`src/rtl/usb_tx_phy_gen.sv`:
```
// Parametrised USB transmit serializer: SYNC, bit stuffing, NRZI and SE0 EOP.
// Define USB_TX_ABORT_EN to make TxAbort_i send a bit-stuff-error abort sequence.
module usb_tx_phy_gen #(
    parameter int DW        = 8,
    parameter int SYNC_LEN  = 8,
    parameter int STUFF_LEN = 6,
    parameter int EOP_BITS  = 2
) (
    input  logic          clk,
    input  logic          rst,
    input  logic          fs_ce,
    input  logic          phy_mode,
    input  logic [DW-1:0] DataOut_i,
    input  logic          TxValid_i,
    input  logic          TxAbort_i,
    output logic          TxReady_o,
    output logic          txdp,
    output logic          txdn,
    output logic          txoe
);
    localparam int SRW = (SYNC_LEN > DW) ? SYNC_LEN : DW;
    localparam int BCW = $clog2(SRW);
    localparam logic [BCW-1:0] SYNC_LAST = BCW'(SYNC_LEN - 1);
    localparam logic [BCW-1:0] DATA_LAST = BCW'(DW - 1);
    localparam logic [3:0]     STUFF_AT  = 4'(STUFF_LEN);
    localparam logic [2:0]     EOP_LAST  = 3'(EOP_BITS - 1);
    localparam logic [SRW-1:0] SYNC_PAT  = SRW'(1) << (SYNC_LEN - 1);

    typedef enum logic [2:0] {
        IDLE, SYNC, DATA, EOP, EOPJ
`ifdef USB_TX_ABORT_EN
        , ABRT
`endif
    } state_t;

    state_t         state;
    logic [SRW-1:0] sr;
    logic [BCW-1:0] bit_cnt;
    logic [3:0]     ones_cnt;
    logic [2:0]     eop_cnt;
    logic           done_pend;  // last bit of field sent, its stuff bit still owed
    logic           level;      // NRZI line level, 1 = J

    logic       stuff, raw, last_bit, boundary, level_nxt;
    logic [3:0] ones_nxt;

`ifdef USB_TX_ABORT_EN
    logic abort_req;
`else
    logic unused_abort;
    assign unused_abort = TxAbort_i;
`endif

    always_comb begin
        stuff     = (ones_cnt == STUFF_AT);
        raw       = stuff ? 1'b0 : sr[0];
        ones_nxt  = (stuff || !raw) ? 4'd0 : ones_cnt + 4'd1;
        last_bit  = (bit_cnt == ((state == SYNC) ? SYNC_LAST : DATA_LAST));
        // a field ends only once any stuff bit it triggered is on the wire
        boundary  = stuff ? done_pend : (last_bit && ones_nxt != STUFF_AT);
        level_nxt = raw ? level : ~level;
    end

    always_ff @(posedge clk or negedge rst) begin
        if (!rst) begin
            state     <= IDLE;
            sr        <= '0;
            bit_cnt   <= '0;
            ones_cnt  <= '0;
            eop_cnt   <= '0;
            done_pend <= 1'b0;
            level     <= 1'b1;
            txdp      <= 1'b1;
            txdn      <= 1'b0;
            txoe      <= 1'b1;
            TxReady_o <= 1'b0;
`ifdef USB_TX_ABORT_EN
            abort_req <= 1'b0;
`endif
        end else begin
            TxReady_o <= 1'b0;
`ifdef USB_TX_ABORT_EN
            if ((state == SYNC || state == DATA) && TxAbort_i)
                abort_req <= 1'b1;
`endif
            case (state)
                IDLE: if (TxValid_i) begin
                    sr        <= SYNC_PAT;
                    bit_cnt   <= '0;
                    ones_cnt  <= '0;
                    done_pend <= 1'b0;
                    level     <= 1'b1;
                    state     <= SYNC;
                end
                SYNC, DATA: if (fs_ce) begin
`ifdef USB_TX_ABORT_EN
                    if (abort_req || TxAbort_i) begin
                        // raw 1s with no stuffing: line holds, receiver sees a stuff error
                        txdp      <= level;
                        txdn      <= phy_mode & ~level;
                        txoe      <= 1'b0;
                        bit_cnt   <= BCW'(1);
                        abort_req <= 1'b0;
                        state     <= ABRT;
                    end else
`endif
                    begin
                        level     <= level_nxt;
                        txdp      <= level_nxt;
                        txdn      <= phy_mode & ~level_nxt;
                        txoe      <= 1'b0;
                        ones_cnt  <= ones_nxt;
                        done_pend <= !stuff && last_bit && ones_nxt == STUFF_AT;
                        if (!stuff) begin
                            sr      <= sr >> 1;
                            bit_cnt <= bit_cnt + 1'b1;
                        end
                        if (boundary) begin
                            bit_cnt   <= '0;
                            done_pend <= 1'b0;
                            if (TxValid_i) begin
                                sr        <= SRW'(DataOut_i);
                                TxReady_o <= 1'b1;
                                state     <= DATA;
                            end else begin
                                eop_cnt <= '0;
                                state   <= EOP;
                            end
                        end
                    end
                end
                EOP: if (fs_ce) begin
                    txdp <= 1'b0;
                    txdn <= ~phy_mode;
                    txoe <= 1'b0;
                    if (eop_cnt == EOP_LAST) begin
                        eop_cnt <= '0;
                        state   <= EOPJ;
                    end else begin
                        eop_cnt <= eop_cnt + 3'd1;
                    end
                end
                EOPJ: if (fs_ce) begin
                    txdp <= 1'b1;
                    txdn <= 1'b0;
                    if (eop_cnt == 3'd0) begin
                        txoe    <= 1'b0;
                        eop_cnt <= 3'd1;
                    end else begin
                        txoe  <= 1'b1;
                        state <= IDLE;
                    end
                end
`ifdef USB_TX_ABORT_EN
                ABRT: if (fs_ce) begin
                    txdp <= level;
                    txdn <= phy_mode & ~level;
                    txoe <= 1'b0;
                    if (bit_cnt == BCW'(7)) begin
                        eop_cnt <= '0;
                        state   <= EOP;
                    end else begin
                        bit_cnt <= bit_cnt + 1'b1;
                    end
                end
`endif
                default: state <= IDLE;
            endcase
        end
    end
endmodule

```
`config.mk`:
```
export PLATFORM = sky130hd
export DESIGN_NAME = usb_tx_phy_gen
export DESIGN_NICKNAME = d
export VERILOG_FILES = /design/src/rtl/usb_tx_phy_gen.sv
export SDC_FILE = /design/constraint.sdc
export NUM_CORES = 1
export LEC_CHECK = 0
export BUFFER_PORTS_ARGS = -buffer_cell sky130_fd_sc_hd__buf_2
export CAP_MARGIN = 20
export CORE_MARGIN = 2
export CORE_UTILIZATION = 48
export CTS_CLUSTER_SIZE = 28
export DETAILED_ROUTE_END_ITERATION = 12
export GPL_ROUTABILITY_DRIVEN = 0
export HOLD_SLACK_MARGIN = 0.03
export PLACE_DENSITY = 0.71
export SYNTH_ARGS = -nofsm -noshare
export SYNTH_HDL_FRONTEND = slang
export SYNTH_SLANG_ARGS = --single-unit
```
`constraint.sdc`:
```
create_clock -name clk -period 5.1 [get_ports clk]
set_input_delay 0 -clock clk [delete_from_list [all_inputs] [get_ports clk]]
set_output_delay 0 -clock clk [all_outputs]
set_load 0.005 [all_outputs]
```
After elaboration in Yosys (flattened, before gate mapping):

Cells that the tools add are included.

* $add $sub $neg: 3
* equal/unequal tests: 20
* mux-type cells: 55
* bitwise operators: 4
* reductions and logical operators: 19

Operators by type and width (number)
* $mux W3: 18
* $mux W8: 5
* $mux W1: 19
* $ne A2 B2 Y1 const B: 9
* $pmux W8 S2: 1
* $reduce_and A7 Y1: 2
* $mux W4: 3
* $pmux W3 S4: 1
* $pmux W3 S3: 1
* $eq A4 B3 Y1 const B: 2
* $pmux W4 S2: 1
* $reduce_and A4 Y1: 2
* $add A3 B1 Y3 const B: 2
* $eq A3 B1 Y1 const B: 2
* $eq A3 B2 Y1 const B: 2
* $eq A3 B3 Y1 const B: 2
* $logic_not A3 Y1: 2
* $pmux W1 S2: 3
* $pmux W1 S3: 2
* $pmux W3 S2: 1
* $reduce_and A3 Y1: 2
* $add A4 B1 Y4 const B: 1
* $ne A4 B3 Y1 const B: 1
* $reduce_bool A2 Y1: 2
* other kinds (10): 15

* register bits after elaboration: 27
* bits of input ports: 14
* output and inout port bits: 4
* word-level logic and storage cells: 112

Longest topological paths before layout:

Gate-level depths: netlist (run 1).

* depth in word-level cells: 11
* mapped depth: 9
* depth with buffers taken out: 7

Least setup slack after synthesis (run 1):

OpenSTA, ideal clock, no wires.

* path kind: register to register
* from: register ones_cnt[1]
* to: register sr[0]
* setup time: 0.132 ns
* data arrival time: 1.774 ns
* slack: 3.194 ns
* cell stages (with the launch flop): 8
* clock period less this slack: 1.906 ns
* cells stage by stage: dfrtp_1 ha_1 nor4b_2 o31ai_2 o311ai_2 buf_6 mux2i_1 o21ai_1

* word-level cells in the longest chain between the ends: 11
* elaborated cells between the ends (all ways): 14
* classes of those cells: add/sub: 1; eq/ne: 2; mux: 8; reduce/logical: 3

RTL lines
* start, declared: RTL line 39 `logic [3:0] ones_cnt;`
* start signal, assigned: RTL line 112 `ones_cnt <= ones_nxt;`
* $eq A4 B3 Y1: RTL line 55 `stuff = (ones_cnt == STUFF_AT);`
* $mux W1: RTL line 56 `raw = stuff ? 1'b0 : sr[0];`
* $logic_not A1 Y1: RTL line 57 `ones_nxt = (stuff || !raw) ? 4'd0 : ones_cnt + 4'd1;`
* $logic_or A1 B1 Y1: RTL line 57
* $mux W4: RTL line 57
* $ne A4 B3 Y1: RTL line 60 `boundary = stuff ? done_pend : (last_bit && ones_nxt != STUFF_AT);`
* $logic_and A1 B1 Y1: RTL line 60
* $mux W1: RTL line 60
* $mux W8 *: RTL line 118 `if (boundary) begin`
* $mux W8 *: RTL line 95 `SYNC, DATA: if (fs_ce) begin`
* $pmux W8 S2 *: RTL line 86 `case (state)`
* end signal, assigned: RTL line 115 `sr <= sr >> 1;`
* end signal, assigned: RTL line 122 `sr <= SRW'(DataOut_i);`
* end, declared: RTL line 37 `logic [SRW-1:0] sr;`

Every way passes the cells marked *; elsewhere a longest branch is shown, timed or not. The select of a mux whose other input is x is not followed.
A chain may end at the register's enable or synchronous reset.

Final worst setup path (run 1):

* from: register ones_cnt[0]
* to: register sr[0]

Same word-level chain as after synthesis.

==> metrics.log, run 1 <==
INFO  metric grt_start_max_net_pins = 28
INFO  metric vias_in_the_first_global_route = 1261
INFO  metric post_drt_wl_per_cell = 13.9 µm
INFO  metric synth_ff_type = sky130_fd_sc_hd__dfrtp_1
INFO  metric cell_count_after_synthesis = 177
INFO  metric synth.yosys.seq_area_share = 39.3%
INFO  metric detail_route.first_pass.iterations = 4
INFO  metric clk_path_buf_depth = 2
INFO  metric worstSetupStartpointType = register
INFO  metric yosys.area_share.xor_xnor = 1.45%
INFO  metric total_switching_power = 0.301 mW
INFO  metric grt_antenna_before_repair = 0
INFO  metric combined_buffer_and_inverter_count_along_the_critical_path = 2
INFO  metric post_synth_instance_area = 0.00173 mm²
INFO  metric clkTransAtPathRegs = 0.15 ns
INFO  metric worst_ir_drop_vdd = 0.173 mV
INFO  metric postSynthNetCount = 195
INFO  metric cap_viol_max_count = 0
INFO  metric cts_setup_buffers = 0
INFO  metric timing_max_transition_violations_final = 0
INFO  metric crit_path_top_delay_cell = sky130_fd_sc_hd__dfrtp_1
INFO  metric io_buffers = 16
INFO  metric cts_resized = 0
INFO  metric drc = 0
INFO  metric intPower = 0.461 mW
INFO  metric synth-compound-area-share = 20.4%
INFO  metric synth-seq-cells = 27
INFO  metric grt_pass1_wl = 5980 µm
INFO  metric crit_type = register to register
INFO  metric synth-adder-area-share = 2.90%
INFO  metric routed_via_density = 5.47
INFO  metric static-leakage-power = 0.887 nW
INFO  metric floorplan.rows = 21
INFO  metric hold_crit_class = primary input to register
INFO  metric setup_tns = 0 ns
INFO  metric design.final.nets = 219
INFO  metric htree_num_levels = 1
INFO  metric required = 5.30 ns
INFO  metric worstSkewPairLatency = 0.32 ns
INFO  metric cp_peak_stage_delay = 0.46 ns
INFO  metric clock_tree.root_cell = sky130_fd_sc_hd__clkbuf_4
INFO  metric cts_tree = yes
INFO  metric fp.dieArea = 0.00410 mm²
INFO  metric power.sequential.fraction = 45.1%
INFO  metric antenna_cells_inserted = 0
INFO  metric dr.first_iter.drc_count = 62
INFO  metric postSynth.asyncResetShare = 100%
INFO  metric synth_enable_flop_cells = 0
INFO  metric critPathCaptureType = register
INFO  metric clock_network_fraction_of_total_power = 12.1%
INFO  metric worst-slew-pin-transition = 0.603 ns
INFO  metric synthesis.area_per_instance = 9.76 µm²
INFO  metric chipWidth = 64 µm
INFO  metric detailroute.via_count = 1345
INFO  metric yosys-mux-area-fraction = 11.3%
INFO  metric cts_hold_repair.buffers = 11
INFO  metric worstPathArrival = 2.72 ns
INFO  metric report.final.hold_viol_count = 0
INFO  metric grt_usage = 18.2%
INFO  metric slew_headroom = 59.7%
INFO  metric initial_core_util = 51.0%
INFO  metric clock.fmax = 0.397 GHz
INFO  metric io_pins = 18
INFO  metric finalSetupViolations = 0
INFO  metric detailed_place_hpwl = 2330 µm
INFO  metric drive_gt1_share = 22.5%
INFO  metric timing.critical_path.fanout_max = 11
INFO  metric post-route-period-util = 49.4%
INFO  metric worst_path_dominant_cell_family = simple AND/OR/NAND/NOR gates
INFO  metric dieHeight = 64 µm
INFO  metric cts.sink_count = 27
INFO  metric final_core_utilization = 57.4%
INFO  metric dp.cells = 230
INFO  metric layout.cells.non_filler = 246
INFO  metric synth-simple-area-share = 19.9%
INFO  metric synth-warning-count = 0
INFO  metric routed_wl = 3410 µm
INFO  metric fp.coreArea = 0.00339 mm²
INFO  metric ys_types = 54
INFO  metric sw_share = 39.5%
INFO  metric area.growth.synth_to_final = 12.5%
INFO  metric path_cells = inv_1 > ha_1 > nand3b_1 > nand2_1 > o311ai_2 > buf_4 > mux2i_1 > o21ai_1
INFO  metric power_density = 392 mW/mm²
INFO  metric grt_setup_unrepaired = no
INFO  metric antenna_violating_nets_post_route = 0
INFO  metric power.combinational.fraction = 42.8%
INFO  metric min_period = 2.52 ns
INFO  metric report.power.total = 0.762 mW
INFO  metric overflow = 0
INFO  metric synth_top_family_by_area = compound AO/OA/AOI/OAI gates
INFO  metric timing.clock.skew = 0.00427 ns
INFO  metric timing.hold.ws = 0.0568 ns
INFO  metric cts_made_buffers = 3
INFO  metric run_status = completed
[Yosys cell counts, types with 3 or more instances]
cell / number / area [µm²]
sky130_fd_sc_hd__o21ai_1: 11 / 55.1
sky130_fd_sc_hd__a21oi_1: 5 / 25.0
sky130_fd_sc_hd__nand2_1: 20 / 75.1
sky130_fd_sc_hd__buf_6: 3 / 33.8
sky130_fd_sc_hd__o21ai_0: 14 / 70.1
sky130_fd_sc_hd__nand3b_1: 3 / 22.5
sky130_fd_sc_hd__ha_1: 4 / 50.1
sky130_fd_sc_hd__inv_1: 4 / 15.0
sky130_fd_sc_hd__nand3_1: 7 / 35.0
sky130_fd_sc_hd__mux2i_1: 9 / 90.1
sky130_fd_sc_hd__nor2_1: 6 / 22.5
sky130_fd_sc_hd__dfrtp_1: 24 / 601
sky130_fd_sc_hd__mux2_2: 8 / 90.1
sky130_fd_sc_hd__nor3_1: 7 / 35.0
sky130_fd_sc_hd__dfstp_2: 3 / 78.8
[registers in the layout, indices dropped and copies added, names as in the netlist]
name,cells
sr,8
ones_cnt,4
bit_cnt,3
eop_cnt,3
state,3
TxReady_o,1
done_pend,1
level,1
txdn,1
txdp,1
txoe,1
[metal layers]
metal  up-vias  GRT usage (%)  part of all wire [%]
li1        696              -                     -
met1       633           24.8                    48
met2        12           30.1                    49
met3         4           2.64                   2.2
met4         0           5.16                  0.97
met5         -              0                     0
[tightest hold or removal path, delay by kind of cell]
family        cells  cell delay [ns]
buf+inv           1             0.15
simple gates      3             0.20
[path summary, 6_finish.rpt]
path,depth (start not counted),slack (ns),to,from
worst min-delay path,4,0.06,state[0]$_DFFE_PN0P_,TxValid_i
worst max register to register,8,2.58,sr[0]$_DFFE_PN0P_,ones_cnt[0]$_DFFE_PN0P_
max in group asynchronous,2,4.51,ones_cnt[3]$_DFFE_PN0P_,rst
min in group asynchronous,2,0.20,eop_cnt[0]$_DFFE_PN0P_,rst
worst max-delay path,8,2.58,sr[0]$_DFFE_PN0P_,ones_cnt[0]$_DFFE_PN0P_
worst min register to register,2,0.50,txdn$_DFFE_PN0P_,txdn$_DFFE_PN0P_
[power groups by stage]
stage	combinational, mW	clock (mW)	sequential, mW
after floorplan	0.279	0	0.324
after global placement	0.309	0	0.341
after detailed placement	0.320	0	0.347
after CTS	0.327	0.0958	0.343
after global routing	0.373	0.109	0.355
final	0.326	0.0922	0.344
[layout make-up]
cell class                 instances  area, µm²
clock inverter                     1       5.00
tap                               46       57.6
multi-input combinational        137        967
timing repair buffer              28        198
sequential                        27        679
inverter                           4       15.0
clock buffer                       3       22.5
fill                             280       1450
[stage by stage]
stage / setup slack [ns] / cell area (µm²)
global route: 2.34 / 1940
floorplan: 3.19 / 1730
CTS: 2.21 / 1940
finish: 2.58 / 1940
detailed placement: 2.23 / 1800
global placement: 2.30 / 1800
[cell families after synthesis]
| group | Yosys count |
|---|---|
| xor gates and xnor gates | 2 |
| and+or+nand+nor | 63 |
| muxes | 18 |
| buffers and inverters | 13 |
| DFF | 27 |
| AOI/OAI and AO/OA | 50 |
| adders and majority gates | 4 |
[layout by cell type (no fill, tap or decap), drive strengths merged, types with 3 or more instances in the layout]
cell type / synthesis / layout
nand3b: 3 / 3
a21oi: 5 / 5
mux2i: 9 / 9
o21ai: 25 / 25
nor2: 7 / 7
ha: 4 / 4
and2: 4 / 4
inv: 4 / 4
nand3: 7 / 7
mux2: 9 / 9
clkbuf: 3 / 3
dlygate4sd3: 0 / 11
dfstp: 3 / 3
nand2: 20 / 20
nor3: 7 / 7
buf: 6 / 17
dfrtp: 24 / 24
o31ai: 3 / 3
Note: power is estimated with default switching activity, not from simulation.
==> run 2: changes to the inputs <==
--- a/config.mk
+++ b/config.mk
@@ -5,6 +5,7 @@
 export SDC_FILE = /design/constraint.sdc
 export NUM_CORES = 1
 export LEC_CHECK = 0
+export ABC_AREA = 1
 export BUFFER_PORTS_ARGS = -buffer_cell sky130_fd_sc_hd__buf_2
 export CAP_MARGIN = 20
 export CORE_MARGIN = 2
@@ -13,7 +14,7 @@
 export DETAILED_ROUTE_END_ITERATION = 12
 export GPL_ROUTABILITY_DRIVEN = 0
 export HOLD_SLACK_MARGIN = 0.03
-export PLACE_DENSITY = 0.71
+export PLACE_DENSITY = 0.74
 export SYNTH_ARGS = -nofsm -noshare
 export SYNTH_HDL_FRONTEND = slang
 export SYNTH_SLANG_ARGS = --single-unit
==> constraint.sdc (replaced) <==
create_clock -name clk -period 2 [get_ports clk]
set_input_delay 0 -clock clk [delete_from_list [all_inputs] [get_ports clk]]
set_output_delay 0 -clock clk [all_outputs]
set_load 0.005 [all_outputs]
==> run 2 against run 1 <==
  * Register-to-register slack worse by 2.4 ns
  * Utilization is 2.2 points higher
  * First-iteration DRC count is 8.1% higher
  * Sequential power is 140% higher
  * Final cell count is 27% higher
  * Sequential share of layout area is 1.5 points lower
  * Flip-flop and latch count stayed put
  * Total power grew to 2.9 times the previous value
==> metrics.log, run 2 <==
INFO  metric run_status = completed
INFO  metric post-synth-top-area-cell = sky130_fd_sc_hd__dfrtp_1
INFO  metric worstSkewPairLatency = 0.33 ns (about the same)
INFO  metric worst_path_dominant_cell_family = simple AND/OR/NAND/NOR gates
INFO  metric cts_tree = yes
INFO  metric worstSetupStartpointType = register
INFO  metric synth.top_cells.by_count = 77 x sky130_fd_sc_hd__nand2_1, 33 x sky130_fd_sc_hd__inv_1, 27 x sky130_fd_sc_hd__nand3_1
INFO  metric detailed_place_hpwl = 2480 µm (+6.5%)
INFO  metric cts_made_buffers = 3 (unchanged)
INFO  metric regToRegStartpoint = ones_cnt[1]$_DFFE_PN0P_
INFO  metric routed_wl = 3570 µm (+4.6%)
INFO  metric power_density = 1100 mW/mm² (+180%)
INFO  metric fp.dieArea = 0.00414 mm² (+1.1%)
INFO  metric io_buffers = 16 (unchanged)
INFO  metric synth_enable_flop_cells = 0 (unchanged)
INFO  metric cell_count_after_synthesis = 233 (+32%)
INFO  metric initial_core_util = 51.2% (+0.19 points)
INFO  metric vias_in_the_first_global_route = 1494 (+18%)
INFO  metric min_period = 1.83 ns (-0.689 ns)
INFO  metric report.power.total = 2.23 mW (+190%)
INFO  metric mostFrequentLayoutCell = sky130_fd_sc_hd__nand2_1
INFO  metric worstPathArrival = 2.08 ns (-0.64 ns)
INFO  metric required = 2.25 ns (-3.05 ns)
INFO  metric worstSetupEndpoint = sr[1]$_DFFE_PN0P_
INFO  metric crit_path_top_delay_cell = sky130_fd_sc_hd__dfrtp_1
INFO  metric drive_gt1_share = 20.7% (-1.8 points)
INFO  metric grt_antenna_before_repair = 0 (unchanged)
INFO  metric crit_type = register to register
INFO  metric synth_area_leaders = sky130_fd_sc_hd__dfrtp_1 34%, sky130_fd_sc_hd__nand2_1 17%, sky130_fd_sc_hd__nand3_1 7.7%, sky130_fd_sc_hd__inv_1 7.1%, sky130_fd_sc_hd__dfstp_2 4.5%
INFO  metric antenna_cells_inserted = 0 (unchanged)
INFO  metric report.final.hold_viol_count = 0 (unchanged)
INFO  metric post-route-period-util = 91.6% (+42 points)
INFO  metric worst-slew-pin-transition = 0.634 ns (+0.0314 ns)
INFO  metric drc = 0 (unchanged)
INFO  metric synth.yosys.seq_area_share = 38.9% (-0.45 points)
INFO  metric final_core_utilization = 59.5% (+2.2 points)
INFO  metric placed_cell_area = 0.00189 mm² (+5.0%)
INFO  metric max_reg_flops = 8 (unchanged)
INFO  metric io_pins = 18 (unchanged)
INFO  metric post_drt_wl_per_cell = 11.4 µm (-18%)
INFO  metric clkTransAtPathRegs = 0.15 ns (about the same)
INFO  metric synth-warning-count = 0 (unchanged)
INFO  metric critPathCaptureType = register
INFO  metric most-common-layout-cells = 77 x sky130_fd_sc_hd__nand2_1, 33 x sky130_fd_sc_hd__inv_1, 27 x sky130_fd_sc_hd__nand3_1
INFO  metric worst-path-stages = 11 (+3)
INFO  metric grt_start_max_net_pins = 28 (unchanged)
INFO  metric antenna_violating_nets_post_route = 0 (unchanged)
INFO  metric design.final.nets = 285 (+30%)
INFO  metric synth_ff_type = sky130_fd_sc_hd__dfrtp_1
INFO  metric detailroute.via_count = 1518 (+13%)
INFO  metric post-synth-top-count-cell = sky130_fd_sc_hd__nand2_1
INFO  metric timing.clock.skew = 0.0106 ns (+0.00637 ns)
INFO  metric clock_tree.root_cell = sky130_fd_sc_hd__clkbuf_4
INFO  metric synth-seq-cells = 27 (unchanged)
INFO  metric ys_types = 31 (-43%)
INFO  metric synthesis.area_per_instance = 7.50 µm² (-23%)
INFO  metric timing.critical_path.fanout_max = 9 (-2)
INFO  metric cp_peak_stage_delay = 0.46 ns (about the same)
INFO  metric clock.fmax = 0.546 GHz (+38%)
INFO  metric routed_via_density = 4.87 (-11%)
INFO  metric registers.top_by_ff_count = sr
INFO  metric r2r_setup_slack = 0.17 ns (-2.41 ns)
INFO  metric crit-reg2reg-capture = sr[1]$_DFFE_PN0P_
INFO  metric combined_buffer_and_inverter_count_along_the_critical_path = 0 (-2)
INFO  metric cap_viol_max_count = 0 (unchanged)
INFO  metric cts.sink_count = 27 (unchanged)
INFO  metric netlist.area_leader.share = 34.4% (-0.40 points)
INFO  metric cts_resized = 0 (unchanged)
INFO  metric postSynthNetCount = 251 (+29%)
INFO  metric htree_num_levels = 1 (unchanged)
INFO  metric path_cells = ha_1 > nand3_2 > nand2_1 > nor2_1 > nand3_2 > nand2_4 > nand2_4 > nand2_4 > nand2_1 > nand3_1 > nand2_1
INFO  metric fp.coreArea = 0.00342 mm² (+0.78%)
INFO  metric dr.first_iter.drc_count = 67 (+8.1%)
INFO  metric timing_max_transition_violations_final = 0 (unchanged)
INFO  metric static-leakage-power = 1.10 nW (+24%)
INFO  metric worst_ir_drop_vdd = 0.739 mV (+330%)
INFO  metric hold_crit_class = primary input to register
INFO  metric final_area = 0.00203 mm² (+4.6%)
INFO  metric r2r.worst_path.cells = 11 (+3)
INFO  metric area.growth.synth_to_final = 16.3%
INFO  metric chipWidth = 64.3 µm (+0.54%)
INFO  metric critical_path.startpoint = ones_cnt[1]$_DFFE_PN0P_
INFO  metric postSynth.asyncResetShare = 100% (unchanged)
INFO  metric detail_route.first_pass.iterations = 4 (unchanged)
INFO  metric largest_registers = sr (8), ones_cnt (4)
INFO  metric clk_path_buf_depth = 2 (unchanged)
INFO  metric grt_usage = 19.3% (+1.0 points)
INFO  metric finalSetupViolations = 0 (unchanged)
INFO  metric overflow = 0 (unchanged)
INFO  metric grt_pass1_wl = 6340 µm (+6.1%)
INFO  metric floorplan.rows = 21 (unchanged)
INFO  metric slew_headroom = 57.7% (-2.0 points)
INFO  metric post_synth_instance_area = 0.00175 mm² (+1.2%)
INFO  metric dieHeight = 64.3 µm (+0.54%)
run 2: through the flow:
stage          setup slack, ns  instances  setup TNS, ns  hold slack (ns)
6_report                 0.167        312              0           0.0468
5_1_grt              -0.000568        312      -0.000568           0.0514
4_1_cts                  0.181        311              0           0.0306
3_5_place_dp             0.208        296              0           0.0504
3_3_place_gp             0.242        296              0           0.0467
2_1_floorplan            0.420        233              0           -0.296
run 2: area by class of cell:
cell class,instances,area (µm²)
Clock buffer,4,26.3
Fill cell,324,1380
Inverter,40,168
Multi-Input combinational cell,164,882
Sequential cell,27,679
Tap cell,46,57.6
Timing Repair Buffer,31,220
run 2: worst min-delay path by stage:
stage	startpoint	endpoint	slack, ns	depth (start not counted)
floorplan	rst	TxReady_o$_DFF_PN0_	-0.30	0
global placement	rst	ones_cnt[0]$_DFFE_PN0P_	0.05	1
global route	TxValid_i	sr[7]$_DFFE_PN0P_	0.05	3
finish	TxValid_i	sr[7]$_DFFE_PN0P_	0.05	3
detailed placement	rst	sr[0]$_DFFE_PN0P_	0.05	1
CTS	TxValid_i	sr[7]$_DFFE_PN0P_	0.03	3
run 2: worst min-delay path, cell delays in order:
cell and delay (ns):
sky130_fd_sc_hd__buf_2 0.18, sky130_fd_sc_hd__nand3_1 0.12, sky130_fd_sc_hd__a21boi_1 0.06
run 2: logic make-up (layout without fill, tap and decap cells):
logic type               count (synthesis)  after routing  share of synthesized area (%)
buffers and inverters                   42             75                           10.7
AND/OR/NAND/NOR                        137            137                           39.3
XOR/XNOR                                 3              3                           1.50
flip-flops                              27             27                           38.9
AO/OA/AOI/OAI                           20             20                           6.80
adder cells (fa/ha/maj)                  4              4                           2.86
run 2: what timing repair did:
action                     4_1_cts  5_1_grt
setup endpoints to repair        0        1
hold endpoints to repair        36        0
setup buffers                    0        1
hold buffers                    11        0
run 2: per-layer routing:
layer | part of all wire, % | vias up | wire length, µm | GRT usage (%)
met5 | 0 | - | 0 | 0
met4 | 0.36 | 0 | 13 | 3.46
met3 | 2.9 | 2 | 104 | 4.05
met2 | 48 | 20 | 1710 | 35.2
met1 | 49 | 693 | 1740 | 23.5
li1 | - | 803 | - | -
run 2: report_power, final:
group          switching (mW)  leakage [nW]  internal (mW)
clock                   0.165        0.0150         0.0784
sequential              0.111         0.353          0.702
combinational           0.759         0.736          0.412
